## config.mk

```make
export PLATFORM = sky130hd
export DESIGN_NAME = packet_sink_flat
export DESIGN_NICKNAME = d
export VERILOG_FILES = /design/src/rtl/packet_sink_if.sv /design/src/rtl/packet_sink.sv /design/src/flat_wrapper.sv
export SDC_FILE = /design/constraint.sdc
export NUM_CORES = 1
export LEC_CHECK = 0
export ABC_AREA = 1
export CAP_MARGIN = 10
export CORE_MARGIN = 5
export CORE_UTILIZATION = 25
export CTS_BUF_LIST = sky130_fd_sc_hd__clkbuf_8
export DETAILED_ROUTE_END_ITERATION = 10
export GPL_TIMING_DRIVEN = 0
export MAX_ROUTING_LAYER = met4
export PLACE_DENSITY = 0.5
export SYNTH_ARGS = -nofsm -noshare
export SYNTH_HDL_FRONTEND = slang
export SYNTH_SLANG_ARGS = --single-unit
```

## constraint.sdc

```tcl
create_clock -name clk -period 4.5 [get_ports clk]
set_input_delay 1.125 -clock clk [delete_from_list [all_inputs] [get_ports clk]]
set_output_delay 1.125 -clock clk [all_outputs]
set_load 0.01 [all_outputs]
```

## src/rtl/packet_sink_if.sv

```systemverilog
// packet_sink_if: router local-output handshake into the ejection endpoint.
// The router (master) drives the flit and its valid; the sink (slave) drives en.
interface packet_sink_if #(
  parameter int TIME_W = 32
);

  typedef struct packed {
    logic [3:0]        x_dest;
    logic [3:0]        y_dest;
    logic              ant;
    logic              measure;
    logic [TIME_W-1:0] timestamp;
  } packet_t;

  packet_t data;
  logic    data_val;
  logic    en;

  modport master (output data, output data_val, input en);
  modport slave  (input data, input data_val, output en);

endinterface

```

## src/rtl/packet_sink.sv

```systemverilog
// packet_sink: mesh NoC ejection endpoint. Buffers arriving flits in a small
// FIFO, drains them at the consumer's pace, counts received / misrouted / ant
// packets, and runs an IDLE -> WARMUP -> MEASURE -> DONE phase machine.
// Optional feature macro SINK_LATENCY_EN: when defined, latency sum/max
// statistics are built; when undefined, o_lat_sum and o_lat_max are tied to 0.
module packet_sink #(
  parameter int          X_LOC           = 0,
  parameter int          Y_LOC           = 0,
  parameter int          QUEUE_DEPTH     = 4,
  parameter int          TIME_W          = 32,
  parameter int unsigned WARMUP_PACKETS  = 1000,
  parameter int unsigned MEASURE_PACKETS = 5000
) (
  input  logic               clk,
  input  logic               reset,
  packet_sink_if.slave       rx,
  input  logic [TIME_W-1:0]  i_time,
  input  logic               i_drain_en,
  input  logic               i_start,
  output logic [1:0]         o_state,
  output logic               o_done,
  output logic [31:0]        o_rx_count,
  output logic [15:0]        o_misroute_count,
  output logic [15:0]        o_ant_count,
  output logic [TIME_W+15:0] o_lat_sum,
  output logic [TIME_W-1:0]  o_lat_max,
  output logic               o_overflow
);

  localparam int PTR_W  = $clog2(QUEUE_DEPTH);
  localparam int CNT_W  = PTR_W + 1;
  localparam int WORD_W = TIME_W + 10;

  typedef enum logic [1:0] {
    ST_IDLE    = 2'd0,
    ST_WARMUP  = 2'd1,
    ST_MEASURE = 2'd2,
    ST_DONE    = 2'd3
  } state_t;

  logic [WORD_W-1:0] mem_q [QUEUE_DEPTH];
  logic [PTR_W-1:0]  wr_ptr_q, wr_ptr_d, rd_ptr_q, rd_ptr_d;
  logic [CNT_W-1:0]  count_q, count_d;
  logic              alive_q;
  logic              overflow_q, overflow_d;
  logic [31:0]       rx_count_q, rx_count_d;
  logic [15:0]       mis_count_q, mis_count_d;
  logic [15:0]       ant_count_q, ant_count_d;
  state_t            state_q, state_d;
  logic [31:0]       phase_cnt_q, phase_cnt_d, phase_cnt_inc;

  logic              full, empty, en, push, pop;
  logic [WORD_W-1:0] push_word, pop_word;
  logic [3:0]        pop_x, pop_y;
  logic              pop_ant, pop_meas;
  logic [TIME_W-1:0] pop_ts;

  // alive_q holds o_en low until the first clock after reset releases.
  assign full      = (count_q == CNT_W'(QUEUE_DEPTH));
  assign empty     = (count_q == '0);
  assign en        = alive_q & ~full;
  assign rx.en     = en;
  assign push      = rx.data_val & en;
  assign pop       = i_drain_en & ~empty;
  assign push_word = rx.data;
  assign pop_word  = mem_q[rd_ptr_q];
  assign pop_x     = pop_word[WORD_W-1 -: 4];
  assign pop_y     = pop_word[WORD_W-5 -: 4];
  assign pop_ant   = pop_word[TIME_W+1];
  assign pop_meas  = pop_word[TIME_W];
  assign pop_ts    = pop_word[TIME_W-1:0];
  assign phase_cnt_inc = phase_cnt_q + 32'(pop);

  // FIFO storage; contents need no reset because count_q gates visibility.
  always_ff @(posedge clk) begin
    if (push) mem_q[wr_ptr_q] <= push_word;
  end

  // FIFO pointers, occupancy, sticky overflow and saturating packet counters.
  always_comb begin
    wr_ptr_d    = push ? wr_ptr_q + PTR_W'(1) : wr_ptr_q;
    rd_ptr_d    = pop ? rd_ptr_q + PTR_W'(1) : rd_ptr_q;
    count_d     = count_q + CNT_W'(push) - CNT_W'(pop);
    overflow_d  = overflow_q | (rx.data_val & ~en);
    rx_count_d  = rx_count_q;
    mis_count_d = mis_count_q;
    ant_count_d = ant_count_q;
    if (pop) begin
      if (rx_count_q != '1) rx_count_d = rx_count_q + 32'd1;
      if (((pop_x != 4'(X_LOC)) || (pop_y != 4'(Y_LOC))) && (mis_count_q != '1))
        mis_count_d = mis_count_q + 16'd1;
      if (pop_ant && (ant_count_q != '1)) ant_count_d = ant_count_q + 16'd1;
    end
  end

  // Phase machine; the pop that completes a phase is counted in that phase.
  always_comb begin
    state_d     = state_q;
    phase_cnt_d = phase_cnt_q;
    case (state_q)
      ST_IDLE: begin
        if (i_start) begin
          state_d     = (WARMUP_PACKETS == 0) ? ST_MEASURE : ST_WARMUP;
          phase_cnt_d = '0;
        end
      end
      ST_WARMUP: begin
        phase_cnt_d = phase_cnt_inc;
        if (phase_cnt_inc >= WARMUP_PACKETS) begin
          state_d     = ST_MEASURE;
          phase_cnt_d = '0;
        end
      end
      ST_MEASURE: begin
        phase_cnt_d = phase_cnt_inc;
        if (phase_cnt_inc >= MEASURE_PACKETS) begin
          state_d     = ST_DONE;
          phase_cnt_d = '0;
        end
      end
      default: begin
        state_d = ST_DONE;
      end
    endcase
  end

  // Register all control state and counters.
  always_ff @(posedge clk or posedge reset) begin
    if (reset) begin
      wr_ptr_q    <= '0;
      rd_ptr_q    <= '0;
      count_q     <= '0;
      alive_q     <= 1'b0;
      overflow_q  <= 1'b0;
      rx_count_q  <= '0;
      mis_count_q <= '0;
      ant_count_q <= '0;
      state_q     <= ST_IDLE;
      phase_cnt_q <= '0;
    end else begin
      wr_ptr_q    <= wr_ptr_d;
      rd_ptr_q    <= rd_ptr_d;
      count_q     <= count_d;
      alive_q     <= 1'b1;
      overflow_q  <= overflow_d;
      rx_count_q  <= rx_count_d;
      mis_count_q <= mis_count_d;
      ant_count_q <= ant_count_d;
      state_q     <= state_d;
      phase_cnt_q <= phase_cnt_d;
    end
  end

  assign o_state          = state_q;
  assign o_done           = (state_q == ST_DONE);
  assign o_rx_count       = rx_count_q;
  assign o_misroute_count = mis_count_q;
  assign o_ant_count      = ant_count_q;
  assign o_overflow       = overflow_q;

`ifdef SINK_LATENCY_EN
  localparam int SUM_W = TIME_W + 16;

  logic [TIME_W-1:0] latency;
  logic [SUM_W:0]    sum_wide;
  logic [SUM_W-1:0]  lat_sum_q, lat_sum_d;
  logic [TIME_W-1:0] lat_max_q, lat_max_d;

  assign latency  = i_time - pop_ts;
  assign sum_wide = {1'b0, lat_sum_q} + {17'b0, latency};

  // Accumulate saturating latency sum and running max for measured packets.
  always_comb begin
    lat_sum_d = lat_sum_q;
    lat_max_d = lat_max_q;
    if (pop && (state_q == ST_MEASURE) && pop_meas) begin
      lat_sum_d = sum_wide[SUM_W] ? '1 : sum_wide[SUM_W-1:0];
      if (latency > lat_max_q) lat_max_d = latency;
    end
  end

  // Latency statistic registers.
  always_ff @(posedge clk or posedge reset) begin
    if (reset) begin
      lat_sum_q <= '0;
      lat_max_q <= '0;
    end else begin
      lat_sum_q <= lat_sum_d;
      lat_max_q <= lat_max_d;
    end
  end

  assign o_lat_sum = lat_sum_q;
  assign o_lat_max = lat_max_q;
`else
  logic unused_lat;
  assign unused_lat = ^{i_time, pop_ts, pop_meas};
  assign o_lat_sum  = '0;
  assign o_lat_max  = '0;
`endif

endmodule
```

## src/flat_wrapper.sv

```systemverilog
// flat-port wrapper written by rule: the top's interface ports become plain ports
module packet_sink_flat 
#(
  parameter int          X_LOC           = 0,
  parameter int          Y_LOC           = 0,
  parameter int          QUEUE_DEPTH     = 4,
  parameter int          TIME_W          = 32,
  parameter int unsigned WARMUP_PACKETS  = 1000,
  parameter int unsigned MEASURE_PACKETS = 5000
)
  (clk, reset, i_time, i_drain_en, i_start, o_state, o_done, o_rx_count, o_misroute_count, o_ant_count, o_lat_sum, o_lat_max, o_overflow, rx_data, rx_data_val, rx_en);
  packet_sink_if #(.TIME_W(TIME_W)) rx_i ();
  input  logic clk;
  input  logic reset;
  input  logic [TIME_W-1:0] i_time;
  input  logic i_drain_en;
  input  logic i_start;
  output logic [1:0] o_state;
  output logic o_done;
  output logic [31:0] o_rx_count;
  output logic [15:0] o_misroute_count;
  output logic [15:0] o_ant_count;
  output logic [TIME_W+15:0] o_lat_sum;
  output logic [TIME_W-1:0] o_lat_max;
  output logic o_overflow;
  input wire logic [$bits(rx_i.data)-1:0] rx_data;
  input wire logic [$bits(rx_i.data_val)-1:0] rx_data_val;
  output wire logic [$bits(rx_i.en)-1:0] rx_en;
  assign rx_i.data = rx_data;
  assign rx_i.data_val = rx_data_val;
  assign rx_en = rx_i.en;
  packet_sink #(.X_LOC(X_LOC), .Y_LOC(Y_LOC), .QUEUE_DEPTH(QUEUE_DEPTH), .TIME_W(TIME_W), .WARMUP_PACKETS(WARMUP_PACKETS), .MEASURE_PACKETS(MEASURE_PACKETS)) u_core (.clk(clk), .reset(reset), .rx(rx_i), .i_time(i_time), .i_drain_en(i_drain_en), .i_start(i_start), .o_state(o_state), .o_done(o_done), .o_rx_count(o_rx_count), .o_misroute_count(o_misroute_count), .o_ant_count(o_ant_count), .o_lat_sum(o_lat_sum), .o_lat_max(o_lat_max), .o_overflow(o_overflow));
endmodule
```

# Yosys cells after proc, flatten, opt, wreduce, memory -nomap -nowiden
# Memory sizes are Yosys's and may differ from the RTL's.
# Cells that the tools add are included.
# Widths: inputs -> output; s select.
dict set report classes {
  n_addsub 8
  magnitude_cmp 2
  eq_ne 10
  n_mux 10
  n_bitwise 8
  n_reduce_logical 13
}
# cell n
set op_table {}
lappend op_table {{$mux 32} 3}
lappend op_table {{$pmux 32 s3} 1}
lappend op_table {{$add 16x1->16 const B} 2}
lappend op_table {{$add 32x1->32} 1}
lappend op_table {{$add 32x1->32 const B} 1}
lappend op_table {{$ge 32x10->1 const B} 1}
lappend op_table {{$ge 32x13->1 const B} 1}
lappend op_table {{$ne 16x16->1 const B} 2}
lappend op_table {{$ne 32x32->1 const B} 1}
lappend op_table {{$reduce_and 2->1} 4}
lappend op_table {{$reduce_bool 4->1} 2}
lappend op_table {{$mux 2} 3}
lappend op_table {{$pmux 2 s3} 1}
lappend op_table {{$add 2x1->2 const B} 2}
lappend op_table {{$and 1x1->1} 4}
lappend op_table {{$eq 2x2->1 const B} 2}
lappend op_table {{$ne 2x1->1 const B} 2}
lappend op_table {{$add 3x1->3} 1}
lappend op_table {{$eq 3x3->1 const B} 1}
lappend op_table {{$logic_not 3->1} 1}
lappend op_table {{$not 1->1} 3}
lappend op_table {{$reduce_and 3->1} 1}
lappend op_table {{$reduce_bool 3->1} 1}
lappend op_table {{$sub 3x1->3} 1}
lappend op_table {{7 further kinds} 9}
dict set report totals {
  register_bits 107
  ramBits 168
  inputBits 79
  output_inout_bits 149
  mem_count 1
}
# memory words width read_ports rd_ports_with_merged_regs wr line
set mem_list {}
lappend mem_list {u_core.mem_q 4 42 1 0 1 packet_sink.sv:41} ;# logic [WORD_W-1:0] mem_q [QUEUE_DEPTH];

# Logic depth before layout (Yosys ltp)
# Gate-level depths: netlist of the first run.
dict set report depth {
  word_depth 7
  depth_mapped 20
  mapped_depth_nobuf 20
}

# Worst setup path after synthesis of the first run
# Ideal clock, no wire load.
dict set report synth_path {
  path_type {input to register}
  start {input i_drain_en}
  end {register u_core.state_q[0], in the netlist u_core.o_state[0]}
  setup_time_ps 117
  arrival_time_ps 3016
  required_time_ps 4383
  setup_slack_ps 1367
  cell_stages 20
  path_buffers 1
  path_cell_list {o31ai_1 -> inv_1 -> ha_1 -> ha_1 -> nand2_1 -> nor2_4 -> nand2_2 -> nor2_4 -> nand2_1 -> nand2_1 -> nand2_1 -> inv_1 -> nand2_1 -> nor2_1 -> nand2_1 -> nor2_2 -> nand2_2 -> buf_6 -> nand3_2 -> nand2_1}
}
dict set report synth_via {
  elab_chain_len 5
  elab_cells_between_ends 7
}
# element line
set synth_lines {}
lappend synth_lines {{start, declared} flat_wrapper.sv:16} ;# input logic i_drain_en;
lappend synth_lines {{$and 1x1->1 (*)} packet_sink.sv:64} ;# assign pop = i_drain_en & ~empty;
lappend synth_lines {{via u_core.pop} packet_sink.sv:52} ;# logic full, empty, en, push, pop;
lappend synth_lines {{$add 32x1->32 (*)} packet_sink.sv:72} ;# assign phase_cnt_inc = phase_cnt_q + 32'(pop);
lappend synth_lines {{$ge 32x13->1 or $ge 32x10->1 (tied branches)} {packet_sink.sv:116, packet_sink.sv:109}}
lappend synth_lines {{$ne 2x1->1 (no source line)} --}
lappend synth_lines {{$reduce_and 3->1 (no source line) (*)} --}
lappend synth_lines {{end signal, assigned} packet_sink.sv:149} ;# state_q <= state_d;
lappend synth_lines {{end, declared} packet_sink.sv:49} ;# state_t state_q, state_d;
# The timed path passes the listed nets; every way through them passes the cells marked *.
# A chain may end at the register's enable or synchronous reset.

# Worst setup path in the final report of the first run
# Ends and elaborated chain as after synthesis.

==> results.json, run 1 <==
{
  "endpoint_kind": "flip-flop",
  "routabilityCongestion": 0.8946,
  "dp_hpwl_um": 14650,
  "grt_setup_unrepaired": "no",
  "holdCritStartpoint": "u_core.o_overflow",
  "final_antenna_net_count": 0,
  "clkPwrFrac_pct": 26.7,
  "wl_um": 19000,
  "synth-seq-cells": 143,
  "num_vias": 6351,
  "hold_viol_final": 0,
  "cpPeakStageDelay_ps": 500,
  "grt_antenna_before_repair": 0,
  "syn2layout_area_growth_pct": 25.74,
  "cts_sinks": 143,
  "drive_gt1_share_pct": 13.00,
  "cts_hold_buf": 0,
  "p_leak_uw": 0.004480,
  "drtIter0Drc": 273,
  "dpl.cell_count": 1524,
  "synth_cell_types": 38,
  "pwr-share-comb_pct": 30.3,
  "switchingPower_uw": 1500,
  "fin_nets": 1238,
  "seqPwrFrac_pct": 43.0,
  "start_util_pct": 25.44,
  "cp_common_cell": "nand2_1",
  "drv_cap": 0,
  "max_slew.worst_pin.slew_ps": 852.9,
  "slew_viol_final": 0,
  "arrival_ps": 4330,
  "reg2regPathDepth": 17,
  "finalSetupViolCount": 0,
  "outcome": "completed",
  "dieHeight_um": 189.7,
  "crit_fanout": 10,
  "drc": 0,
  "fmax_mhz": 252.1,
  "cp-startpoint": "i_drain_en",
  "r2r_start": "u_core.count_q[1]",
  "n_fill_cell": 3356,
  "clkTransAtPathRegs_ps": 100,
  "vias_per_cell": 4.082,
  "seq_area_sq_mm": 0.003759,
  "finalPower_uw": 3930,
  "start_kind": "input pin",
  "critPathKind": "in -> reg",
  "power.density_mw_per_mm2": 387.4,
  "crit_required_ps": 4860,
  "cpLargestDelayFamily": "simple AND/OR/NAND/NOR gates",
  "cpMaxStageDelayCell": "clkdlybuf4s50_1",
  "cts.path.max_buffers": 2,
  "cp.depth": 19,
  "ioPinCount": 228,
  "dr.pass1.iters": 5,
  "final_cell_count_no_fill": 1556,
  "syn_area_per_cell_sq_um": 8.405,
  "grt_pass1_wl_um": 31150,
  "internal_power_uw": 2430,
  "fp.dieW_um": 189.7,
  "hp-class": "reg -> reg",
  "cp-endpoint": "u_core.o_state[0]",
  "cts_tree": "done",
  "r2r-end": "u_core.o_state[0]",
  "syn_area_sq_mm": 0.008069,
  "peakVddDrop_uv": 245.3,
  "grt_pass1_vias": 6166,
  "cts-root-buf": "clkbuf_8",
  "multiInputGateArea_sq_mm": 0.003581,
  "post-cts-setup-buffers": 0,
  "wire_per_inst_um": 12.21,
  "cts-resized-gates": 0,
  "cts_max_level": 4,
  "final.setup_skew_ps": 15.29,
  "period_minus_slack_ps": 3967,
  "ys.flop_type": "dfrtp_1",
  "relSlewSlack_pct": 42.93,
  "crit_chain": "clkdlybuf4s50_1, o31ai_1, inv_1, ha_1, ha_1, nand2_1, nor2_4, nand2_1, nor2_1, nand3_1, nand2_1, nand2_1, nor2_1, nand2_1, nor2_2, nand2_2, buf_6, nand3_2, nand2_1",
  "fin_crit_sh_pct": 88.15,
  "grt_max_degree": 82,
  "insertion_delay_ps": 470,
  "grt_overflow": 0,
  "coreArea_sq_mm": 0.03172,
  "crit_buf_inv": 3,
  "synth-edff-count": 36,
  "async_flop_share_pct": 74.83,
  "antenna_cells": 0,
  "ff2ff_setup_slack_ps": 870,
  "grt_usage_pct": 10.96,
  "netlist_instances": 960,
  "yosysWarnings": 0,
  "numCtsBuffers": 17,
  "die_area_sq_mm": 0.03597,
  "seq_area_frac_synth_pct": 46.58,
  "utilization_pct": 31.99,
  "rows": 65,
  "swShare_pct": 38.17,
  "port_buffers": 82
}
how the worst min path moves through the flow:
stage,depth (start not counted),endpoint
5_1_grt,1,u_core.o_overflow
2_1_floorplan,2,u_core.phase_cnt_q[0]
3_5_place_dp,1,u_core.o_overflow
3_3_place_gp,1,u_core.o_overflow
6_report,1,u_core.o_overflow
4_1_cts,1,u_core.o_overflow
cell usage after synthesis, types with 2 or more instances:
cell type / number / area [sq um]
a21oi_1: 2 / 10.01
and2_1: 2 / 12.51
buf_4: 81 / 608.1
clkbuf_1: 6 / 22.52
conb_1: 2 / 7.510
dfrtp_1: 107 / 2678
edfxtp_1: 36 / 1081
ha_1: 17 / 212.7
inv_1: 98 / 367.9
inv_2: 2 / 7.510
nand2_1: 241 / 904.6
nand2_2: 6 / 37.54
nand3_1: 55 / 275.3
nand4_1: 17 / 106.4
nor2_1: 118 / 442.9
nor2_2: 3 / 18.77
nor2_4: 7 / 78.83
nor3_1: 25 / 125.1
nor4_1: 11 / 68.82
o21ai_0: 26 / 130.1
o22ai_2: 8 / 100.1
or2_2: 5 / 31.28
xnor2_1: 32 / 280.3
xor2_1: 39 / 341.6
area by class of cell:
type                    instances  area share, %
flip-flops and latches        143          37.05
well taps                     402          4.957
plain buffers                  90          6.413
clock buffers                  17          2.306
multi-input cells             706          35.29
clock inverters                15          1.874
repair buffers                 83          8.361
inverters                     100          3.749
power by group through the flow:
stage | Clock [uW] | Combinational, uW | Sequential (uW)
after floorplan | 0 | 707 | 1720
after global placement | 0 | 1190 | 1720
after detailed placement | 0 | 1200 | 1720
after CTS | 1090 | 1210 | 1690
after global routing | 1140 | 1350 | 1720
final | 1050 | 1190 | 1690
cell families after synthesis:
| kind of cell | Yosys count | synth area share [%] |
|---|---|---|
| AND/OR/NAND/NOR | 495 | 26.58 |
| buffers and inverters | 190 | 12.71 |
| AO/OA/AOI/OAI | 41 | 3.443 |
| XOR/XNOR | 71 | 7.707 |
| other | 2 | 0.09307 |
| flip-flops | 143 | 46.58 |
| adder cells (fa/ha/maj) | 18 | 2.884 |
layer usage:
metal	wire length [um]	up-vias	part of all wire, %	track usage, %
li1	-	3257	-	-
met2	8638	184	45	17.11
met4	229	0	1.2	2.866
met3	1090	21	5.7	2.550
met1	9040	2889	48	14.45
met5	0	-	0	-
metrics by stage:
stage	setup WS [ps]	setup TNS [ps]	hold slack, ps	cell area, sq um
floorplan	557.8	0	457.0	8366
global placement	-1419	-150750	463.7	9689
detailed placement	-31.10	-53.06	465.8	9722
CTS	481.0	0	493.7	10150
global route	254.3	0	510.0	10150
finish	533.4	0	487.7	10150
state kept, by name, summed over array words and instances, names as in the netlist:
signal,cells
u_core.count_q,3
u_core.o_misroute_count,16
u_core.o_ant_count,16
u_core.phase_cnt_q,32
u_core.o_overflow,1
u_core.alive_q,1
u_core.o_rx_count,32
u_core.o_state,2
u_core.wr_ptr_q,2
u_core.mem_q,36
u_core.rd_ptr_q,2
cell usage in the layout (no fill, tap or decap), types with 2 or more instances in the layout:
cell and n:
a21oi_1 2, and2_1 2, buf_4 81, clkbuf_1 6, clkbuf_8 17, clkdlybuf4s50_1 82, clkinv_4 2, clkinv_8 7
conb_1 81, dfrtp_1 107, edfxtp_1 36, ha_1 17, inv_1 97, inv_2 2, inv_6 3, inv_8 3
nand2_1 241, nand2_2 6, nand3_1 55, nand4_1 17, nor2_1 118, nor2_2 3, nor2_4 7, nor3_1 25
nor4_1 11, o21ai_0 26, o22ai_2 8, or2_2 5, xnor2_1 32, xor2_1 39
No activity file was read; power rests on OpenSTA's default activity.
==> run 2, diff against run 1 <==
- PLACE_DENSITY: 0.5 -> default
- PLACE_DENSITY_LB_ADDON: default -> 0.15
==> run 2 against run 1 <==
Effect of this change:
- register-to-register slack worse by 170 ps
- final cell count is the same
- highest routed layer unchanged
- sequential power is essentially flat
- critical endpoint unchanged
- sequential share of layout area up 0.082 points
==> results.json, run 2 (synthesis results as in run 1) <==
{
  "rows": 65,
  "internal_power_uw": 2423,
  "grt_pass1_wl_um": 31800,
  "power.density_mw_per_mm2": 386.0,
  "slew_viol_final": 0,
  "seqPwrFrac_pct": 43.3,
  "grt_setup_unrepaired": "no",
  "post-cts-setup-buffers": 0,
  "most-common-layout-cells": "nand2_1, nor2_1, dfrtp_1",
  "peakVddDrop_uv": 281.9,
  "cts_sinks": 143,
  "num_vias": 6234,
  "drtIter0Drc": 206,
  "largest_register": "u_core.mem_q",
  "cts-resized-gates": 0,
  "fp.dieW_um": 189.7,
  "antenna_cells": 0,
  "final.setup_skew_ps": 12.84,
  "layout_commonest_cell": "nand2_1",
  "insertion_delay_ps": 450,
  "ff2ff_setup_slack_ps": 700,
  "switchingPower_uw": 1485,
  "clkPwrFrac_pct": 26.4,
  "wire_per_inst_um": 12.53,
  "swShare_pct": 37.99,
  "ioPinCount": 228,
  "final_antenna_net_count": 0,
  "crit_required_ps": 4840,
  "outcome": "completed",
  "r2r_start": "u_core.count_q[1]",
  "dieHeight_um": 189.7,
  "fin_setup_tns_ps": 0,
  "drive_gt1_share_pct": 13.00,
  "cpPeakStageDelay_ps": 490,
  "coreArea_sq_mm": 0.03172,
  "p_leak_uw": 0.004472,
  "holdCritStartpoint": "u_core.o_overflow",
  "cts.path.max_buffers": 2,
  "dr.pass1.iters": 4,
  "start_kind": "input pin",
  "grt_antenna_before_repair": 0,
  "crit_fanout": 10,
  "crit_chain": "clkdlybuf4s50_1, o31ai_1, inv_1, ha_1, ha_1, nand2_1, nor2_4, nand3_1, nor2_1, nand2_1, nand2_1, nand3_1, nor2_1, nand2_1, nor2_2, nand2_2, buf_6, nand3_2, nand2_1",
  "clkTransAtPathRegs_ps": 100,
  "grt_max_degree": 56,
  "start_util_pct": 25.44,
  "cts_hold_buf": 0,
  "numCtsBuffers": 17,
  "hp-class": "reg -> reg",
  "die_area_sq_mm": 0.03597,
  "cp-startpoint": "i_drain_en",
  "cp_common_cell": "nand2_1",
  "fin_nets": 1238,
  "cpMaxStageDelayCell": "clkdlybuf4s50_1",
  "finalPower_uw": 3908,
  "drv_cap": 0,
  "largest_reg_flops": 36,
  "cts-root-buf": "clkbuf_8",
  "crit_buf_inv": 3,
  "vias_per_cell": 4.006,
  "drc": 0,
  "fin_crit_sh_pct": 90.32,
  "wl_um": 19500,
  "grt_overflow": 0,
  "dp_hpwl_um": 14880,
  "hold_viol_final": 0,
  "period_minus_slack_ps": 4064,
  "n_fill_cell": 3358,
  "routabilityCongestion": 0.8219,
  "pwr-share-comb_pct": 30.3,
  "port_buffers": 82,
  "fmax_mhz": 246.0,
  "endpoint_kind": "flip-flop",
  "cts_tree": "done",
  "syn2layout_area_growth_pct": 25.46,
  "grt_pass1_vias": 6088,
  "finalSetupViolCount": 0,
  "relSlewSlack_pct": 42.76,
  "critPathKind": "in -> reg",
  "cts_max_level": 4,
  "grt_usage_pct": 11.23,
  "cpLargestDelayFamily": "simple AND/OR/NAND/NOR gates",
  "arrival_ps": 4410,
  "max_slew.worst_pin.slew_ps": 851.3
}
[run 2: changes by cell type in the layout (fill, tap and decap cells not counted)]
cell / previous run / this run
inv_8: 3 / 5
clkinv_4: 2 / 1
clkinv_2: 0 / 1
clkinv_8: 7 / 4
clkinvlp_4: 1 / 2
[run 2: area by class of cell]
class	count	area [sq um]	share of cell area, %
buffer	90	650.6	6.427
clock buffer	17	234.0	2.311
clock inverter	15	167.7	1.656
inverter	100	380.4	3.757
multi-input combinational	706	3581	35.37
sequential	143	3759	37.13
tap	402	503.0	4.968
timing repair buffer	83	848.3	8.380
[run 2: power by group through the flow]
stage | clock network (uW) | logic, uW | registers, uW
after floorplan | 0 | 707 | 1720
after global placement | 0 | 1200 | 1720
after detailed placement | 0 | 1200 | 1720
after CTS | 1080 | 1210 | 1700
after global routing | 1140 | 1330 | 1720
final | 1030 | 1180 | 1690
[run 2: worst reg2reg max path, delay by kind of cell (launching register included)]
| kind | cells | cell delay (ps) |
|---|---|---|
| flip-flops | 1 | 450 |
| adder cells (fa/ha/maj) | 2 | 650 |
| AO/OA/AOI/OAI | 2 | 890 |
| AND/OR/NAND/NOR | 11 | 1240 |
| buffers and inverters | 2 | 490 |
[run 2: per-stage QoR]
stage          setup slack [ps]  cells  util, %  hold slack [ps]  instance area, sq um
6_report                  435.6   1556    31.92            488.7                 10120
5_1_grt                   210.3   1556    31.92            522.1                 10120
4_1_cts                   437.4   1556    31.92            499.2                 10120
3_5_place_dp             -51.26   1524    30.65            465.0                  9722
3_3_place_gp              -1519   1523    30.55            468.4                  9689
2_1_floorplan             557.8   1039        -            457.0                  8366
[run 2: layer usage]
layer | track usage (%) | share of wire (%) | up-vias
met5 | - | 0 | -
met1 | 14.99 | 49 | 2816
met4 | 3.033 | 1.5 | 0
li1 | - | - | 3255
met3 | 2.624 | 5.0 | 23
met2 | 17.26 | 44 | 140
[run 2: final timing paths]
kind,to,depth (start not counted)
min in group asynchronous,u_core.o_rx_count[3],2
worst max register to register,u_core.o_state[0],17
max in group asynchronous,u_core.phase_cnt_q[27],3
worst max-delay path,u_core.o_state[0],19
worst min-delay path,u_core.o_overflow,1
worst min register to register,u_core.o_overflow,1
==> run 3, diff against run 2 <==
- CORE_UTILIZATION: 25 -> 40
==> run 3 against run 2 <==
Effect of this change:
- critical path depth did not move
- setup slack improved by 150 ps
- largest power group unchanged
- via count rose by 0.61%
- highest routed layer unchanged
- maximum frequency rose by 3.9%
- clock skew barely moved
==> results.json, run 3 (synthesis results as in run 1) <==
{
  "outcome": "completed",
  "layout_commonest_cell": "nand2_1",
  "cpMaxStageDelayCell": "clkdlybuf4s50_1",
  "wl_met3_um": 1006,
  "switchingPower_uw": 1471,
  "insertion_delay_ps": 460,
  "clkTransAtPathRegs_ps": 90,
  "n_fill_cell": 1985,
  "grt_setup_unrepaired": "no",
  "wl_met2_um": 8029,
  "num_vias": 6272,
  "rows": 52,
  "port_buffers": 82,
  "seq_area_sq_mm": 0.003759,
  "wl_um": 17750,
  "final_antenna_net_count": 0,
  "dr.pass1.iters": 4,
  "layout_setup_ws_ps": 590.0,
  "slew_viol_final": 0,
  "cts-root-buf": "clkbuf_8",
  "hold_viol_final": 0,
  "drtIter0Drc": 301,
  "holdCritStartpoint": "u_core.o_overflow",
  "peakVddDrop_uv": 239.8,
  "arrival_ps": 4260,
  "crit_required_ps": 4850,
  "r2r-end": "u_core.o_state[0]",
  "cts_hold_buf": 0,
  "pwr-share-comb_pct": 30.1,
  "crit_chain": "clkdlybuf4s50_1, o31ai_1, inv_1, ha_1, ha_1, nand2_1, nor2_4, nand2_1, nor2_1, nand3_1, nand2_1, nand3_1, nor2_1, nand2_1, nor2_2, nand2_2, buf_6, nand3_2, nand2_1",
  "dieHeight_um": 152.0,
  "grt_antenna_before_repair": 0,
  "syn2layout_area_growth_pct": 23.60,
  "fin_crit_sh_pct": 86.89,
  "grt_pass1_vias": 6068,
  "cp_common_cell": "nand2_1",
  "endpoint_kind": "flip-flop",
  "start_util_pct": 40.27,
  "antenna_cells": 0,
  "drive_gt1_share_pct": 13.00,
  "drv_cap": 0,
  "utilization_pct": 49.77,
  "fp.dieW_um": 152.0,
  "cts_sinks": 143,
  "die_area_sq_mm": 0.02311,
  "highest_layer": "met4",
  "seqPwrFrac_pct": 43.3,
  "p_leak_uw": 0.004480,
  "wl_met1_um": 8513,
  "max_slew.worst_pin.slew_ps": 819.0,
  "period_minus_slack_ps": 3910,
  "power.density_mw_per_mm2": 391.6,
  "numCtsBuffers": 17,
  "cts_max_level": 4,
  "ioPinCount": 228,
  "cts_tree": "done",
  "routabilityCongestion": 0.8605,
  "drc": 0,
  "largest_reg_flops": 36,
  "finalSetupViolCount": 0,
  "worstHoldPathCells": 1,
  "largest_register": "u_core.mem_q",
  "cpPeakStageDelay_ps": 480,
  "internal_power_uw": 2434,
  "cts-resized-gates": 0,
  "start_kind": "input pin",
  "post-cts-setup-buffers": 0,
  "clkPwrFrac_pct": 26.6,
  "grt_pass1_wl_um": 30250,
  "hold_end": "u_core.o_overflow",
  "swShare_pct": 37.68,
  "grt_max_degree": 55,
  "grt_overflow": 0,
  "relSlewSlack_pct": 44.94,
  "fin_nets": 1238,
  "fmax_mhz": 255.8,
  "grt_usage_pct": 16.25,
  "most-common-layout-cells": "nand2_1, nor2_1, dfrtp_1",
  "cts.path.max_buffers": 2,
  "final.setup_skew_ps": 12.92,
  "place_ws_ps": 83.91,
  "vias_per_cell": 4.404,
  "reg2regPathDepth": 18,
  "critPathKind": "in -> reg",
  "dp_hpwl_um": 13750,
  "ff2ff_setup_slack_ps": 870,
  "multiInputGateArea_sq_mm": 0.003581,
  "r2r_start": "u_core.count_q[1]",
  "wire_per_inst_um": 12.47,
  "coreArea_sq_mm": 0.02004,
  "hp-class": "reg -> reg",
  "crit_fanout": 10
}
==> run 3: routing by layer <==
metal	vias to the layer above	global-route usage, %
li1	3250	-
met1	2846	21.93
met2	157	24.26
met3	19	4.295
met4	0	4.666
met5	-	-
==> run 3: worst max-delay path by stage <==
stage | from | end | depth (start not counted)
after CTS | i_drain_en | u_core.o_state[1] | 19
after global placement | reset | u_core.phase_cnt_q[20] | 2
after detailed placement | i_drain_en | u_core.o_state[0] | 19
after floorplan | reset | u_core.alive_q | 1
final | i_drain_en | u_core.o_state[0] | 19
after global routing | i_drain_en | u_core.o_state[1] | 19
==> run 3: critical path: cells and delay by family <==
family                   cells  cell delay, ps
AO/OA/AOI/OAI                1             190
buffers and inverters        3             900
adder cells (fa/ha/maj)      2             570
AND/OR/NAND/NOR             13            1470
==> run 3: layout make-up <==
cell class	instances	share of cell area, %
Timing Repair Buffer	83	8.506
Clock buffer	17	2.346
Inverter	100	3.789
Sequential cell	143	37.69
Clock inverter	15	1.857
Multi-Input combinational cell	706	35.91
Tap cell	270	3.387
Buffer	90	6.524
==> run 3: metrics by stage <==
step | hold WS, ps | std cells | cell area, sq um | power (uW) | setup TNS [ps]
final | 493.5 | 1424 | 9973 | 3905 | 0
after global routing | 513.3 | 1424 | 9973 | 4188 | 0
after detailed placement | 470.6 | 1392 | 9554 | 2908 | 0
after global placement | 471.9 | 1391 | 9524 | 2885 | -131060
after floorplan | 457.0 | 1039 | 8366 | 2430 | 0
after CTS | 500.3 | 1424 | 9973 | 3967 | 0
==> run 3: power groups by stage <==
stage / logic [uW] / clock network, uW / registers [uW]
detailed placement: 1190 / 0 / 1720
CTS: 1200 / 1080 / 1690
floorplan: 707 / 0 / 1720
global placement: 1170 / 0 / 1720
finish: 1180 / 1040 / 1690
global route: 1330 / 1130 / 1730
